**config.mk**
```make
export PLATFORM = sky130hd
export DESIGN_NAME = out_stream_scheduler
export DESIGN_NICKNAME = d
export VERILOG_FILES = /design/src/rtl/out_sched_pkg.sv /design/src/rtl/out_rr_arb2.sv /design/src/rtl/out_stream_scheduler.sv
export SDC_FILE = /design/constraint.sdc
export NUM_CORES = 1
export LEC_CHECK = 0
export CAP_MARGIN = 10
export CORE_UTILIZATION = 44
export DETAILED_ROUTE_END_ITERATION = 12
export HOLD_SLACK_MARGIN = 0.08
export PLACE_DENSITY = 0.86
export SLEW_MARGIN = 30
export SYNTH_ARGS = -nofsm -noshare
export SYNTH_HDL_FRONTEND = slang
export SYNTH_SLANG_ARGS = --single-unit
```
**constraint.sdc**
```tcl
create_clock -name clk -period 4.55 [get_ports clk]
set_clock_uncertainty 0.05 [all_clocks]
set_input_delay 0.91 -clock clk [delete_from_list [all_inputs] [get_ports clk]]
set_output_delay 0.91 -clock clk [all_outputs]
set_load 0.05 [all_outputs]
```
**src/rtl/out_sched_pkg.sv**
```systemverilog
// Shared types and defaults for the two-source output stream scheduler.
package out_sched_pkg;

   localparam int DATA_W_DEF = 64;
   localparam int LEN_W_DEF  = 16;
   localparam int CNT_W_DEF  = 12;

   typedef enum logic [1:0] {
      ST_IDLE = 2'd0,
      ST_ARB  = 2'd1,
      ST_XFER = 2'd2
   } state_e;

   localparam logic SRC0 = 1'b0;
   localparam logic SRC1 = 1'b1;

endpackage

```
**src/rtl/out_rr_arb2.sv**
```systemverilog
// Two-way round-robin grant; the pointer remembers the last source that finished a packet.
module out_rr_arb2
   import out_sched_pkg::*;
(
   input  logic       clk,
   input  logic       rst_n,
   input  logic [1:0] valid,
   input  logic       pkt_done,
   input  logic       done_src,
   output logic       gnt_vld,
   output logic       gnt_src
);

   logic rr_last;

   // Pointer starts at source 1 so source 0 wins the first contested arbitration.
   always_ff @(posedge clk or negedge rst_n) begin
      if (!rst_n) begin
         rr_last <= SRC1;
      end else if (pkt_done) begin
         rr_last <= done_src;
      end
   end

   always_comb begin
      gnt_vld = |valid;
      gnt_src = SRC0;
      if (valid[0] && valid[1]) begin
         gnt_src = ~rr_last;
      end else if (valid[1]) begin
         gnt_src = SRC1;
      end
   end

endmodule

```
**src/rtl/out_stream_scheduler.sv**
```systemverilog
// Packet-level scheduler sharing one AXI-Stream output between two sources.
//   state   | meaning
//   IDLE    | waiting for i_start; config latched on start
//   ARB     | pick the next source (round robin), one cycle minimum
//   XFER    | pass-through of the granted source until its last beat
module out_stream_scheduler
   import out_sched_pkg::*;
#(
   parameter int DATA_W = DATA_W_DEF,
   parameter int LEN_W  = LEN_W_DEF,
   parameter int CNT_W  = CNT_W_DEF
) (
   input  logic              clk,
   input  logic              rst_n,
   input  logic              i_start,
   input  logic [LEN_W-1:0]  i_pkt_beats,
   input  logic [CNT_W-1:0]  i_num_pkts,
   input  logic [DATA_W-1:0] s0_tdata,
   input  logic              s0_tvalid,
   output logic              s0_tready,
   input  logic [DATA_W-1:0] s1_tdata,
   input  logic              s1_tvalid,
   output logic              s1_tready,
   output logic [DATA_W-1:0] m_tdata,
   output logic              m_tvalid,
   input  logic              m_tready,
   output logic              m_tlast,
   output logic              o_busy,
   output logic              o_done,
   output logic              o_grant
);

   state_e             state_q, state_d;
   logic               grant_q;
   logic               done_q;
   logic [LEN_W-1:0]   pkt_beats_q, beat_cnt_q;
   logic [CNT_W-1:0]   num_pkts_q, pkt_cnt_q;
   logic               arb_vld, arb_src;
   logic               cfg_zero, beat_hs, last_beat, last_pkt, pkt_done;

   assign cfg_zero  = (i_pkt_beats == '0) || (i_num_pkts == '0);
   assign last_beat = (beat_cnt_q == pkt_beats_q - LEN_W'(1));
   assign last_pkt  = (pkt_cnt_q == num_pkts_q - CNT_W'(1));
   assign beat_hs   = m_tvalid & m_tready;
   assign pkt_done  = beat_hs & last_beat;

   out_rr_arb2 u_arb (
      .clk      (clk),
      .rst_n    (rst_n),
      .valid    ({s1_tvalid, s0_tvalid}),
      .pkt_done (pkt_done),
      .done_src (grant_q),
      .gnt_vld  (arb_vld),
      .gnt_src  (arb_src)
   );

   always_ff @(posedge clk or negedge rst_n) begin
      if (!rst_n) begin
         state_q <= ST_IDLE;
      end else begin
         state_q <= state_d;
      end
   end

   always_comb begin
      state_d = state_q;
      case (state_q)
         ST_IDLE: if (i_start && !cfg_zero) state_d = ST_ARB;
         ST_ARB:  if (arb_vld) state_d = ST_XFER;
         ST_XFER: if (pkt_done) state_d = last_pkt ? ST_IDLE : ST_ARB;
         default: state_d = ST_IDLE;
      endcase
   end

   // Grant is locked for the packet: a source dropping tvalid just stalls the output.
   always_comb begin
      m_tvalid  = 1'b0;
      m_tdata   = '0;
      s0_tready = 1'b0;
      s1_tready = 1'b0;
      if (state_q == ST_XFER) begin
         if (grant_q == SRC1) begin
            m_tvalid  = s1_tvalid;
            m_tdata   = s1_tdata;
            s1_tready = m_tready;
         end else begin
            m_tvalid  = s0_tvalid;
            m_tdata   = s0_tdata;
            s0_tready = m_tready;
         end
      end
   end

   assign m_tlast = m_tvalid & last_beat;
   assign o_busy  = (state_q != ST_IDLE);
   assign o_done  = done_q;
   assign o_grant = grant_q;

   always_ff @(posedge clk or negedge rst_n) begin
      if (!rst_n) begin
         grant_q     <= SRC0;
         done_q      <= 1'b0;
         pkt_beats_q <= '0;
         num_pkts_q  <= '0;
         beat_cnt_q  <= '0;
         pkt_cnt_q   <= '0;
      end else begin
         done_q <= 1'b0;
         case (state_q)
            ST_IDLE: begin
               if (i_start) begin
                  pkt_beats_q <= i_pkt_beats;
                  num_pkts_q  <= i_num_pkts;
                  beat_cnt_q  <= '0;
                  pkt_cnt_q   <= '0;
                  done_q      <= cfg_zero;
               end
            end
            ST_ARB: begin
               if (arb_vld) grant_q <= arb_src;
            end
            ST_XFER: begin
               if (beat_hs) begin
                  if (last_beat) begin
                     beat_cnt_q <= '0;
                     pkt_cnt_q  <= pkt_cnt_q + CNT_W'(1);
                     done_q     <= last_pkt;
                  end else begin
                     beat_cnt_q <= beat_cnt_q + LEN_W'(1);
                  end
               end
            end
            default: ;
         endcase
      end
   end

endmodule

```
==> results_dict.tcl, run 1 <==
set metrics [dict create \
    cp-end-kind "output pin" \
    routed_wl_um 17600 \
    whs_ns 0.479 \
    cp-start-kind "flip-flop" \
    core_mm2 0.0103 \
    hold_path.class "in -> async" \
    setup_tns_ns 0 \
    gp_congestion 0.961 \
    ys_warn_count 0 \
    avgSynthCellArea_um2 7.89 \
    wl_per_cell_um 18.6 \
    grt_pass1_vias 4918 \
    antenna_found_initial 3 \
    design_area_mm2 0.00728 \
    yosys.area.top_type_share 0.323 \
    required_ns 3.59 \
    synth-xor-area-share 0.0847 \
    drt_iter0_markers 461 \
    syn_area_mm2 0.00465 \
    via_count 5253 \
    cts_htree_levels 3 \
    muxShareOfSynthArea 0.147 \
    dpl_cell_area_mm2 0.00706 \
    die_h_um 105 \
    outcome "finished clean" \
    tightest_slew_ns 0.962 \
    clock_tree.buffer_depth 2 \
    grt_max_degree 61 \
    dp_hpwl_um 14400 \
    syn_inst 590 \
    seq_area_frac_synth 0.328 \
    ctsResizeCount 0 \
    die_w_um 105 \
    yosys_most_used_dff "dfrtp_1" \
    finalHoldViolations 0 \
    viasPerCell 5.53 \
    clk_pin_slew_worst_paths_ns 0.08 \
    synthDistinctLibCells 57 \
    p_per_area_mw_per_mm2 574 \
    relSlewSlack 0.359 \
    cts_tree "built" \
    drive_gt1_frac 0.0419 \
    cts.sinks 61 \
    synth_top_family_by_area "simple AND/OR/NAND/NOR gates" \
    p_leak_nw 3.18 \
    synth_most_common_cell "nand2_1" \
    grt_usage 0.320 \
    drc 0 \
    synth-simple-area-share 0.306 \
    cp.arrival_ns 3.18 \
    synth-adder-area-share 0.0108 \
    synth-edff-count 0 \
    initial_utilization 0.453 \
    area_delta_synth_final_pct 56.5 \
    final_nets 974 \
    fin_crit_ns 4.14 \
    cp_max_fo 8 \
    finalSetupViolations 0 \
    clock-root-buffer "clkbuf_8" \
    synth_compound_area_frac 0.0920 \
    post-route-period-util 0.909 \
    ant_nets 0 \
    yosys_register_bits 61 \
    overflow 0 \
    async_reset_ff_frac 1.00 \
    worstSetupPathType "reg -> out" \
    portBuffers 232 \
    drv_cap 0 \
    mappedNetlistNets 756 \
    fmax_mhz 242 \
    rsz0062_at_grt "no" \
    drt_pass1_iterations 6 \
    grt_first_pass_wirelength_um 26700 \
    cts_buffers 9 \
    io_pins 233 \
    peakVddDrop_mv 0.356 \
    hold_buffers 0 \
    clkLatencyLatePin_ns 0.35 \
    synth_top_cells_by_count "nand2_1 (115), nor2_1 (100), mux2i_1 (66)" \
    num_rows 37 \
    post_cts_buffers 0 \
    synth_area_leader_cell "dfrtp_1" \
    die_area_mm2 0.0110 \
    yosys-top-cells-area "dfrtp_1 (32%), mux2i_1 (14%), nand2_1 (9.3%)" \
    slew_viol_final 0 \
]
==> cell type report <==
class / count / area (µm²)
antenna: 2 / 5.00
clock buffer: 11 / 141
clock inverter: 4 / 72.6
multi-input combinational: 492 / 2980
fill: 810 / 3000
sequential: 61 / 1530
tap: 136 / 170
timing repair buffer: 237 / 2350
inverter: 7 / 26.3
==> flip-flops by register name (all words and copies together) (netlist names) <==
signal,count
beat_cnt_q,16
num_pkts_q,12
o_done,1
o_grant,1
pkt_beats_q,16
pkt_cnt_q,12
state_q,2
u_arb.rr_last,1
==> critical path: stages (launching register included) <==
cell and delay [ns]:
dfrtp_1 0.48, nor4_4 0.44, nand3_1 0.26, or4_1 0.48
xnor2_1 0.19, nor4b_1 0.30, nand4_1 0.18, nor3_1 0.23
buf_4 0.27
==> cells in the final DEF, fill, tap and decap left out, types with 5 or more instances in the layout <==
| cell type | instances |
|---|---|
| o211ai_1 | 7 |
| mux2i_1 | 66 |
| nand4_1 | 6 |
| and3_1 | 10 |
| nor3_1 | 6 |
| a21oi_1 | 17 |
| or3_1 | 10 |
| xor2_1 | 20 |
| nor2b_1 | 5 |
| o21ai_0 | 17 |
| clkdlybuf4s50_1 | 230 |
| buf_4 | 7 |
| inv_1 | 7 |
| xnor2_1 | 25 |
| a31oi_1 | 6 |
| dfrtp_1 | 59 |
| nand2_1 | 115 |
| clkbuf_8 | 10 |
| nor4_1 | 11 |
| nor2_1 | 100 |
| nand3_1 | 13 |
| or4_1 | 7 |
==> kinds of logic (layout without fill, tap and decap cells) <==
logic type / Yosys count / after routing
AO/OA/AOI/OAI: 68 / 68
XOR/XNOR: 45 / 45
adder cells (fa/ha/maj): 4 / 4
buffers and inverters: 37 / 259
flip-flops: 61 / 61
multiplexers: 68 / 68
other: 0 / 2
AND/OR/NAND/NOR: 307 / 307
==> routing by layer <==
metal,up-vias,share of wire,global-route usage,wire (µm)
met2,294,0.48,0.531,8380
met1,2446,0.40,0.408,7140
met5,-,0.00051,0,9
li1,2479,-,-,-
met4,2,0.021,0.0976,376
met3,32,0.098,0.0823,1720
==> metrics by stage <==
step	power, mW	instances	setup WS, ns	utilization
final	4.18	950	0.414	0.709
after detailed placement	3.63	933	0.800	0.687
after global placement	3.54	933	0.938	0.687
after CTS	4.17	948	0.420	0.708
after floorplan	2.78	590	0.466	-
after global routing	4.41	950	0.180	0.709
==> where the power goes <==
group | switching, mW | leakage (nW) | total [mW] | internal (mW)
Sequential | 0.344 | 0.795 | 1.04 | 0.693
Combinational | 1.58 | 2.28 | 2.61 | 1.03
Clock | 0.221 | 0.105 | 0.541 | 0.320
Total | 2.14 | 3.18 | 4.18 | 2.04
==> path summary, 6_finish.rpt <==
kind | startpoint | endpoint | slack (ns) | cells after the start
min in group clk | num_pkts_q[11]$_DFFE_PN0P_ | num_pkts_q[11]$_DFFE_PN0P_ | 0.48 | 2
hold reg to reg | num_pkts_q[11]$_DFFE_PN0P_ | num_pkts_q[11]$_DFFE_PN0P_ | 0.48 | 2
hold / removal | rst_n | beat_cnt_q[6]$_DFFE_PN0P_ | 0.48 | 1
setup / recovery | pkt_beats_q[2]$_DFFE_PN0P_ | m_tlast | 0.41 | 8
max in group asynchronous | rst_n | num_pkts_q[2]$_DFFE_PN0P_ | 3.28 | 2
setup reg to reg | pkt_beats_q[2]$_DFFE_PN0P_ | pkt_cnt_q[3]$_DFFE_PN0P_ | 1.14 | 8
No activity file was read; power rests on OpenSTA's default activity.
==> inputs of run 2 (changes only) <==
- CAP_MARGIN: 10 -> default
- GPL_TIMING_DRIVEN: default -> 0
==> run 2 against run 1 <==
Net effect:
- combinational power is 7% higher
- clock-buffer cell count decreased by 2
- first-iteration DRC count is 3.0% lower
- final area grew 1.1%
- sequential share of layout area down 0.28 points
- sequential power decreased by 13%
- register-to-register slack improved by 0.05 ns
- highest routed layer is now met4
==> results_dict.tcl, run 2 (synthesized netlist as in run 1, its figures left out) <==
set metrics [dict create \
    setup_tns_ns 0 \
    fillers 821 \
    dp_hpwl_um 15100 \
    cts_tree "built" \
    cp.depth 6 \
    io_pins 233 \
    area_delta_synth_final_pct 58.2 \
    cts.sinks 61 \
    final_nets 999 \
    slowest_delay_ns 0.85 \
    ant_nets 0 \
    clock_tree.buffer_depth 2 \
    relSlewSlack 0.392 \
    drive_gt1_frac 0.0418 \
    die_h_um 105 \
    critPathBufInv 4 \
    hold_path.class "in -> async" \
    hold_buffers 0 \
    worst-r2r-cell-count 9 \
    top_regs "beat_cnt_q (16), pkt_beats_q (16)" \
    cp.arrival_ns 3.37 \
    die_area_mm2 0.0110 \
    overflow 0 \
    p_leak_nw 3.20 \
    cp_max_fo 10 \
    drv_cap 0 \
    drc 0 \
    antenna_found_initial 2 \
    cp-start-kind "flip-flop" \
    grt_max_degree 37 \
    r2r-end "beat_cnt_q[4]$_DFFE_PN0P_" \
    clkLatencyLatePin_ns 0.36 \
    routed_wl_um 18100 \
    via_count 5396 \
    required_ns 3.59 \
    switching_share 0.532 \
    portBuffers 232 \
    clk_pin_slew_worst_paths_ns 0.08 \
    critPathLaunch "o_grant$_DFFE_PN0P_" \
    p_per_area_mw_per_mm2 566 \
    grt_usage 0.332 \
    grt_pass1_vias 5167 \
    seq_power_share 0.216 \
    tightest_slew_ns 0.890 \
    fin_util 0.716 \
    final_common_cell "clkdlybuf4s50_1" \
    r2r_start "pkt_beats_q[3]$_DFFE_PN0P_" \
    wl_per_cell_um 18.6 \
    slew_viol_final 0 \
    peakVddDrop_mv 0.345 \
    power_frac_clock 0.113 \
    rsz0062_at_grt "no" \
    worstPathCellList "clkbuf_1 > buf_1 > buf_1 > mux2i_1 > nor2_1 > clkdlybuf4s50_1" \
    post_cts_buffers 0 \
    power.switching_mw 2.22 \
    finalHoldViolations 0 \
    initial_utilization 0.453 \
    layout_common_cells "clkdlybuf4s50_1 (230), nand2_1 (115), nor2_1 (100)" \
    clock-root-buffer "clkbuf_8" \
    crit_family "buffers and inverters" \
    p_int_mw 1.95 \
    num_rows 37 \
    die_w_um 105 \
    drt_pass1_iterations 5 \
    setup.worst_path.end "m_tdata[54]" \
    outcome "finished clean" \
    cts_htree_levels 3 \
    gp_congestion 0.977 \
    post-route-period-util 0.951 \
    fmax_mhz 231 \
    core_mm2 0.0103 \
    worstSetupPathType "reg -> out" \
    crit_path_top_delay_cell "clkdlybuf4s50_1" \
    cpMostUsedCell "buf_1" \
    p_comb_frac 0.671 \
    cts_buffers 9 \
    rrSetupSlack_ns 1.19 \
    finalSetupViolations 0 \
    whs_ns 0.406 \
    grt_first_pass_wirelength_um 28000 \
    viasPerCell 5.52 \
    cp-end-kind "output pin" \
    fin_crit_ns 4.33 \
    drt_iter0_markers 447 \
]
-- run 2: changes by cell type in the layout (fill, tap and decap cells not counted), moves of 4 or more --
cell / previous run / this run
buf_4: 7 / 1
inv_6: 0 / 4
buf_1: 0 / 12
clkbuf_1: 1 / 15
-- run 2: worst min-delay path by stage --
stage / start / endpoint / depth (start not counted)
global placement: pkt_beats_q[15]$_DFFE_PN0P_ / pkt_beats_q[15]$_DFFE_PN0P_ / 2
global route: rst_n / pkt_beats_q[3]$_DFFE_PN0P_ / 1
floorplan: num_pkts_q[10]$_DFFE_PN0P_ / num_pkts_q[10]$_DFFE_PN0P_ / 2
finish: rst_n / beat_cnt_q[0]$_DFFE_PN0P_ / 1
detailed placement: pkt_beats_q[15]$_DFFE_PN0P_ / pkt_beats_q[15]$_DFFE_PN0P_ / 2
CTS: rst_n / pkt_beats_q[3]$_DFFE_PN0P_ / 1
-- run 2: power by group through the flow --
stage	Sequential [mW]	Clock, mW	Combinational (mW)
after floorplan	0.860	0	1.92
after global placement	0.892	0	2.70
after detailed placement	0.904	0	2.76
after CTS	0.893	0.472	2.77
after global routing	0.922	0.503	2.99
final	0.900	0.472	2.80
-- run 2: metrics by stage --
| step | setup WS, ns | area, µm² | power (mW) | std cells |
|---|---|---|---|---|
| floorplan | 0.466 | 4650 | 2.78 | 590 |
| global placement | 0.0520 | 7150 | 3.59 | 958 |
| detailed placement | -0.0632 | 7160 | 3.66 | 959 |
| CTS | 0.118 | 7360 | 4.14 | 975 |
| global route | 0.00834 | 7360 | 4.42 | 975 |
| finish | 0.223 | 7360 | 4.17 | 977 |
-- run 2: area by class of cell --
type	count	area (µm²)	area share
Inverter	7	26.3	0.00357
Buffer	29	118	0.0160
Timing Repair Buffer	233	2330	0.317
Sequential cell	61	1530	0.207
Antenna cell	3	7.51	0.00102
Tap cell	136	170	0.0231
Clock inverter	7	62.6	0.00850
Multi-Input combinational cell	492	2990	0.406
Clock buffer	9	124	0.0168
-- run 2: what timing repair did --
item | CTS | global route
pin swaps | 0 | 1
setup endpoints to repair | 1 | 1
hold endpoints to repair | 0 | 0
gates resized for setup | 5 | 4
-- run 2: per-layer routing --
metal,global-route usage,wire length [µm]
met3,0.0624,1630
met1,0.449,7680
met4,0.0875,332
met2,0.542,8490
met5,0,0
==> inputs of run 3 (changes only) <==
- CAP_MARGIN: default -> 20
- CORE_UTILIZATION: 44 -> 41
- PLACE_DENSITY: 0.86 -> 0.81
- clock period: 4.55 -> 4.2 ns (I/O delays scaled with it)
==> run 3 against run 2 <==
Net effect:
- sequential cell count unchanged
- routed wire length up 1.2%
- core utilization down 3.1 points
- clock power up 46%
- critical endpoint is now m_tdata[55]
- highest routed layer is now met5
==> results_dict.tcl, run 3 (synthesized netlist as in run 1, its figures left out) <==
set metrics [dict create \
    outcome "finished clean" \
    drt_pass1_iterations 6 \
    gp_congestion 0.862 \
    drt_iter0_markers 374 \
    clock_tree.buffer_depth 2 \
    routed_wl_um 18300 \
    required_ns 3.31 \
    ant_nets 0 \
    hold_path.class "in -> async" \
    grt_max_degree 52 \
    finalPower_mw 4.72 \
    clock-root-buffer "clkbuf_16" \
    dp_hpwl_um 15000 \
    area_delta_synth_final_pct 61.0 \
    num_rows 38 \
    die_w_um 109 \
    peakVddDrop_mv 0.344 \
    top_regs "beat_cnt_q (16), pkt_beats_q (16)" \
    tightest_slew_ns 0.768 \
    pre_cts_slack_ns -0.331 \
    fin_crit_ns 4.00 \
    wl_per_cell_um 18.7 \
    drive_gt1_frac 0.0453 \
    worst-r2r-cell-count 11 \
    cts_tree "built" \
    rrSetupSlack_ns 0.85 \
    cp-end-kind "output pin" \
    overflow 0 \
    viasPerCell 5.43 \
    p_per_area_mw_per_mm2 630 \
    drc 0 \
    cts_buffers 9 \
    hold_buffers 0 \
    grt_pass1_vias 5038 \
    cts_htree_levels 3 \
    final_common_cell "clkdlybuf4s50_1" \
    portBuffers 232 \
    final_nets 1000 \
    clk_pin_slew_worst_paths_ns 0.05 \
    slowest_delay_ns 0.84 \
    fillers 910 \
    cp_max_fo 10 \
    layout_common_cells "clkdlybuf4s50_1 (230), nand2_1 (115), nor2_1 (100)" \
    core_mm2 0.0109 \
    relSlewSlack 0.488 \
    cp.arrival_ns 3.11 \
    finalHoldViolations 0 \
    worstSetupPathType "reg -> out" \
    grt_usage 0.306 \
    finalSetupViolations 0 \
    crit_path_top_delay_cell "clkdlybuf4s50_1" \
    final_cell_count_no_fill 982 \
    slew_viol_final 0 \
    p_leak_nw 3.24 \
    clkLatencyLatePin_ns 0.33 \
    initial_utilization 0.426 \
    grt_first_pass_wirelength_um 26900 \
    dp_cells 963 \
    via_count 5336 \
    antenna_found_initial 4 \
    cp-start-kind "flip-flop" \
    fin_util 0.685 \
    r2r-end "beat_cnt_q[2]$_DFFE_PN0P_" \
    worstPathCellList "clkbuf_1 > buf_1 > buf_2 > mux2i_1 > nor2_1 > clkdlybuf4s50_1" \
    drv_cap 0 \
    r2r_start "pkt_beats_q[0]$_DFFE_PN0P_" \
    post-route-period-util 0.953 \
    fin_ws_ns 0.196 \
    io_pins 233 \
    die_area_mm2 0.0118 \
    die_h_um 109 \
    fmax_mhz 250 \
    cts.sinks 61 \
]
-- run 3: cell types whose count changed in the layout (fill, tap and decap cells not counted), sizes merged --
cell and change:
buf +1, inv -5, clkinv +1, clkinvlp +2, clkbuf +2
-- run 3: worst max-delay path, delay by kind of cell, from the launching register on --
kind / cells / cell delay, ns
buf+inv: 4 / 2.10
flops: 1 / 0.37
mux: 1 / 0.13
simple gates: 1 / 0.18
-- run 3: layout make-up --
| type | instances | area [µm²] | area share |
|---|---|---|---|
| multi-input cells | 492 | 3000 | 0.400 |
| repair buffers | 234 | 2360 | 0.314 |
| flip-flops and latches | 61 | 1530 | 0.204 |
| clock buffers | 11 | 243 | 0.0324 |
| well taps | 140 | 175 | 0.0234 |
| plain buffers | 29 | 120 | 0.0160 |
| clock inverters | 5 | 36.3 | 0.00484 |
| inverters | 7 | 26.3 | 0.00351 |
| diodes | 3 | 7.51 | 0.00100 |
-- run 3: per-layer routing --
metal	vias to the layer above	wire [µm]	track usage
met5	-	9	0
met4	2	423	0.116
met3	34	1490	0.0609
met2	239	8960	0.510
met1	2535	7460	0.389
li1	2526	-	-
-- run 3: how the worst max path moves through the flow --
stage	start	endpoint	slack, ns	cells past startpoint
2_1_floorplan	pkt_beats_q[2]$_DFFE_PN0P_	m_tlast	0.19	7
3_3_place_gp	pkt_beats_q[2]$_DFFE_PN0P_	m_tlast	-0.17	8
3_5_place_dp	pkt_beats_q[2]$_DFFE_PN0P_	m_tlast	-0.33	8
4_1_cts	pkt_beats_q[2]$_DFFE_PN0P_	m_tlast	0.04	8
5_1_grt	pkt_beats_q[3]$_DFFE_PN0P_	m_tlast	-0.07	8
6_report	o_grant$_DFFE_PN0P_	m_tdata[55]	0.20	6
-- run 3: per-stage QoR --
step                TNS (ns)  hold WS [ns]  instance area (µm²)
finish                     0         0.295                 7490
global route         -0.0674         0.303                 7490
CTS                        0         0.293                 7460
detailed placement    -0.331         0.454                 7180
global placement      -0.168         0.448                 7150
floorplan                  0         0.414                 4650
-- run 3: timing repair --
action,4_1_cts,5_1_grt
setup buffers,0,1
cloned,0,0
gates resized for setup,10,4
endpoints found under the setup margin,8,1
pin swaps,0,6
-- run 3: report_power, final --
group | internal [mW] | switching, mW
clock network | 0.415 | 0.274
registers | 0.751 | 0.231
logic | 1.14 | 1.91
total | 2.31 | 2.42
